==> config.mk <==
export PLATFORM = sky130hd
export DESIGN_NAME = adder16_operand_sequencer_flat
export DESIGN_NICKNAME = d
export VERILOG_FILES = /design/src/rtl/adder16_operand_sequencer_if.sv /design/src/rtl/adder16_operand_sequencer.sv /design/src/flat_wrapper.sv
export SDC_FILE = /design/constraint.sdc
export NUM_CORES = 1
export LEC_CHECK = 0
export ABC_AREA = 1
export BUFFER_PORTS_ARGS = -buffer_cell sky130_fd_sc_hd__buf_2
export CORE_ASPECT_RATIO = 1.25
export CORE_MARGIN = 2
export CORE_UTILIZATION = 47
export CTS_CLUSTER_SIZE = 30
export DETAILED_ROUTE_END_ITERATION = 10
export PLACE_DENSITY = 0.87
export RECOVER_POWER = 100
export SETUP_SLACK_MARGIN = 0.05
export SYNTH_ARGS = -nofsm -noshare
export SYNTH_HDL_FRONTEND = slang
export SYNTH_SLANG_ARGS = --single-unit
export TNS_END_PERCENT = 10
==> constraint.sdc <==
create_clock -name clk -period 1.6 [get_ports clk]
set_input_delay 0.16 -clock clk [delete_from_list [all_inputs] [get_ports clk]]
set_output_delay 0.16 -clock clk [all_outputs]
set_load 0.01 [all_outputs]
==> src/rtl/adder16_operand_sequencer_if.sv <==
// rtl/adder16_operand_sequencer_if.sv - operand input stream and result output stream bundle
interface adder16_operand_sequencer_if #(
  parameter int WIDTH = 16
) ();
  logic [WIDTH-1:0] in_data;
  logic             in_valid;
  logic             in_ready;
  logic [WIDTH-1:0] res_f;
  logic             res_ovf;
  logic             res_valid;
  logic             res_ready;

  modport master (
    output in_data, in_valid, res_ready,
    input  in_ready, res_f, res_ovf, res_valid
  );

  modport slave (
    input  in_data, in_valid, res_ready,
    output in_ready, res_f, res_ovf, res_valid
  );
endinterface

==> src/rtl/adder16_operand_sequencer.sv <==
// rtl/adder16_operand_sequencer.sv - loads two operands into an external adder and registers its result
module adder16_operand_sequencer #(
  parameter int WIDTH = 16,
  parameter int CNT_W = 8
) (
  input  logic                clk,
  input  logic                rst,
  adder16_operand_sequencer_if.slave bus,
  output logic [WIDTH-1:0]    add_a,
  output logic [WIDTH-1:0]    add_b,
  input  logic [WIDTH-1:0]    add_f,
  input  logic                add_ovf,
  output logic [CNT_W-1:0]    ovf_count
);

  typedef enum logic [1:0] {
    LOAD_A = 2'd0,
    LOAD_B = 2'd1,
    ADD    = 2'd2,
    HOLD   = 2'd3
  } state_t;

  state_t           state;
  logic [WIDTH-1:0] res_f;
  logic             res_ovf;
  logic             res_valid;

  // Ready decodes state only, so no input-to-output combinational path exists.
  assign bus.in_ready  = (state == LOAD_A) || (state == LOAD_B);
  assign bus.res_f     = res_f;
  assign bus.res_ovf   = res_ovf;
  assign bus.res_valid = res_valid;

  always_ff @(posedge clk) begin
    if (rst) begin
      state     <= LOAD_A;
      add_a     <= '0;
      add_b     <= '0;
      res_f     <= '0;
      res_ovf   <= 1'b0;
      res_valid <= 1'b0;
      ovf_count <= '0;
    end else begin
      case (state)
        LOAD_A: begin
          if (bus.in_valid) begin
            add_a <= bus.in_data;
            state <= LOAD_B;
          end
        end
        LOAD_B: begin
          if (bus.in_valid) begin
            add_b <= bus.in_data;
            state <= ADD;
          end
        end
        ADD: begin
          // The adder has had a full cycle to settle on the registered operands.
          res_f     <= add_f;
          res_ovf   <= add_ovf;
          res_valid <= 1'b1;
          if (add_ovf && (ovf_count != '1)) begin
            ovf_count <= ovf_count + CNT_W'(1);
          end
          state <= HOLD;
        end
        HOLD: begin
          if (bus.res_ready) begin
            res_valid <= 1'b0;
            state     <= LOAD_A;
          end
        end
        default: state <= LOAD_A;
      endcase
    end
  end

endmodule

==> src/flat_wrapper.sv <==
// flat-port wrapper written by rule: the top's interface ports become plain ports
module adder16_operand_sequencer_flat 
#(
  parameter int WIDTH = 16,
  parameter int CNT_W = 8
)
  (clk, rst, add_a, add_b, add_f, add_ovf, ovf_count, bus_in_data, bus_in_valid, bus_res_ready, bus_in_ready, bus_res_f, bus_res_ovf, bus_res_valid);
  adder16_operand_sequencer_if #(.WIDTH(WIDTH)) bus_i ();
  input  logic clk;
  input  logic rst;
  output logic [WIDTH-1:0] add_a;
  output logic [WIDTH-1:0] add_b;
  input  logic [WIDTH-1:0] add_f;
  input  logic add_ovf;
  output logic [CNT_W-1:0] ovf_count;
  input wire logic [$bits(bus_i.in_data)-1:0] bus_in_data;
  input wire logic [$bits(bus_i.in_valid)-1:0] bus_in_valid;
  input wire logic [$bits(bus_i.res_ready)-1:0] bus_res_ready;
  output wire logic [$bits(bus_i.in_ready)-1:0] bus_in_ready;
  output wire logic [$bits(bus_i.res_f)-1:0] bus_res_f;
  output wire logic [$bits(bus_i.res_ovf)-1:0] bus_res_ovf;
  output wire logic [$bits(bus_i.res_valid)-1:0] bus_res_valid;
  assign bus_i.in_data = bus_in_data;
  assign bus_i.in_valid = bus_in_valid;
  assign bus_i.res_ready = bus_res_ready;
  assign bus_in_ready = bus_i.in_ready;
  assign bus_res_f = bus_i.res_f;
  assign bus_res_ovf = bus_i.res_ovf;
  assign bus_res_valid = bus_i.res_valid;
  adder16_operand_sequencer #(.WIDTH(WIDTH), .CNT_W(CNT_W)) u_core (.clk(clk), .rst(rst), .bus(bus_i), .add_a(add_a), .add_b(add_b), .add_f(add_f), .add_ovf(add_ovf), .ovf_count(ovf_count));
endmodule
==> impl_metrics.py <==
metrics = {
    "outcome": {
        "status": "complete, no violations",
    },
    "sta": {
        "worstMarginPinSlew_ps": 493,
        "timing.fmax_mhz": 666,
        "hold_violations": 0,
        "setup_viol": 0,
        "post-route-period-util_pct": 93.8,
        "finalClockSkew_ps": 4.73,
        "slew_violations": 0,
        "post-route-min-period_ps": 1500,
        "finalSetupTns_ps": 0,
        "rsz0062_at_grt": "true",
        "relSlewSlack_pct": 67.1,
    },
    "floorplanning": {
        "start_util_pct": 49.0,
        "io_pins": 96,
        "die_area_um2": 5550,
        "coreArea_um2": 4760,
        "die_height_um": 82.8,
        "rows": 28,
        "die_w_um": 67.0,
    },
    "logic_synthesis": {
        "synth_cells": 299,
        "synth_seq_cells": 60,
        "syn_area_um2": 2330,
        "yosys.area.top_type": "dfxtp_1",
        "postSynthAreaPerCell_um2": 7.80,
        "yosys_warnings": 0,
        "netlist-cell-type-count": 27,
        "netlist.area_leader.share_pct": 51.5,
        "synth.area.top_cells": "dfxtp_1 (51%), nor2_1 (18%), o21ai_0 (10%)",
        "synth_seq_area_share_pct": 51.5,
        "syn_nets": 342,
    },
    "global_routing": {
        "met1_usage_pct": 25.5,
        "grt_usage_pct": 22.1,
        "grt_pass1_wl_um": 9180,
        "gr-usage-met2_pct": 36.8,
        "busiest_layer": "met2",
        "use_met3_pct": 8.10,
        "grt_max_degree": 27,
        "grt_pass1_vias": 2159,
        "grt_remaining_overflow": 0,
        "grt_antenna_before_repair": 0,
    },
    "worst_hold_path": {
        "hold_start": "add_f[11]",
        "whs_endpoint": "u_core.bus.res_f[11]",
        "whs_path_depth": 3,
        "hp-class": "primary input to flip-flop",
    },
    "critical_path": {
        "crit_path_start_kind": "flip-flop",
        "endpoint_kind": "output pin",
        "arrival_ps": 1340,
        "crit_type": "flip-flop to output pin",
        "r2r_start": "u_core.state[1]",
        "worstSetupStartpoint": "u_core.state[1]",
        "r2r_cells": 7,
        "r2r-end": "u_core.ovf_count[4]",
        "worstPathCellList": "inv_1 > ha_1 > or2_2 > clkbuf_2",
        "crit_slowest_cell": "dfxtp_2",
        "cpPeakStageDelay_ps": 320,
        "cp.required_ps": 1440,
        "r2r_slack_ps": 170,
        "crit_fanout": 3,
    },
    "clock_tree": {
        "cts_num_sinks": 60,
        "clk_path_buf_depth": 2,
        "ctsHoldBuffers": 0,
        "clk-insertion-delay-late_ps": 340,
        "cts_buffers": 9,
        "cts_root_buf": "clkbuf_8",
        "htreeDepth": 3,
        "cts_tree": "yes",
        "clk_pin_slew_ps": 60,
    },
    "cells_and_area": {
        "final_nets": 443,
        "mostFrequentLayoutCell": "nor2_1",
        "layout_common_cells": "nor2_1 (109), clkbuf_1 (58), dfxtp_1 (58)",
        "fillers": 471,
        "num_antenna_cells": 0,
        "area_delta_synth_final_pct": 29.0,
        "multiInputGateArea_um2": 1010,
        "seq_area_um2": 1200,
        "drive_above_1_share_pct": 19.1,
    },
    "power": {
        "p_leak_nw": 1.31,
        "pwr_density_cell_nw_per_um2": 1760,
        "p_total_mw": 5.31,
        "vdd_drop_max_v": 0.00109,
    },
    "route": {
        "dr.pass1.iters": 5,
        "wl_per_cell_um": 12.3,
        "vias_per_cell": 4.92,
        "drtIter0Drc": 101,
        "wl_um": 5720,
        "drc": 0,
        "num_vias": 2281,
        "ant_nets": 0,
    },
    "placed_design": {
        "io_buffer_count": 95,
        "place_hpwl_um": 4070,
        "gp_congestion": 0.889,
    },
    "flow_run": {
        "cap_violations": 0,
    },
}
## sequential cells by signal, summed over array words and instances (netlist names)
name / flops
u_core.add_a: 16
u_core.add_b: 16
u_core.bus.res_f: 16
u_core.bus.res_ovf: 1
u_core.bus.res_valid: 1
u_core.ovf_count: 8
u_core.state: 2
## power by group
part | internal [mW] | total, mW | leakage (nW) | switching (mW)
clock network | 0.856 | 1.43 | 0.109 | 0.577
logic | 0.615 | 1.74 | 0.706 | 1.13
registers | 1.91 | 2.13 | 0.493 | 0.218
## critical path: cells and delay by family, from the launching register on
family,cells,cell delay (ps)
adder cells (fa/ha/maj),1,210
flip-flops,1,320
AND/OR/NAND/NOR,1,270
buffers and inverters,2,210
## routing by layer
| layer | vias up | routed length (um) |
|---|---|---|
| li1 | 1157 | - |
| met4 | 0 | 86 |
| met3 | 10 | 411 |
| met5 | - | 0 |
| met1 | 1032 | 2430 |
| met2 | 82 | 2790 |
## synth_stat cells, drive strengths merged
master,number
xnor2,1
ha,6
o21ai,52
o21bai,1
nor2,110
nand2,25
inv,12
buf,9
nand3,6
a21oi,6
or2,1
xor2,1
dfxtp,60
a22oi,1
nor3,4
clkinv,1
clkbuf,3
## final cells by class
class                   count  area share [%]
clock buffers               9            4.11
clock inverters             6            2.66
inverters                  13            1.83
multi-input cells         214            33.6
flip-flops and latches     60            40.0
well taps                  60            2.49
repair buffers            102            15.3
## per-stage QoR
stage	std cells	instance area (um^2)	hold slack, ps	utilization, %	setup slack (ps)
after floorplan	299	2330	229	-	266
after global placement	447	2870	381	60.2	231
after detailed placement	447	2870	391	60.2	142
after CTS	464	3090	35.3	64.9	53.4
after global routing	464	3010	38.7	63.2	36.8
final	464	3010	39.3	63.2	99.2
## timing repair
| item | 4_1_cts | 5_1_grt |
|---|---|---|
| setup buffers | 2 | 0 |
| endpoints found under the setup margin | 1 | 3 |
| gates resized for setup | 3 | 2 |
## how the worst max path moves through the flow
stage	end	slack (ps)
after CTS	bus_in_ready	50
final	bus_in_ready	100
after global placement	u_core.ovf_count[7]	230
after floorplan	u_core.ovf_count[7]	270
after detailed placement	u_core.ovf_count[7]	140
after global routing	bus_in_ready	40
## kinds of logic (layout without fill, tap and decap cells)
| kind of cell | after synthesis | after routing | share of synthesized area [%] |
|---|---|---|---|
| and+or+nand+nor | 146 | 146 | 26.2 |
| AOI/OAI and AO/OA | 60 | 60 | 13.2 |
| DFF | 60 | 60 | 51.5 |
| buffers and inverters | 25 | 130 | 5.15 |
| adders and majority gates | 6 | 6 | 3.22 |
| xor gates and xnor gates | 2 | 2 | 0.751 |
(Power assumes the default switching activity.)
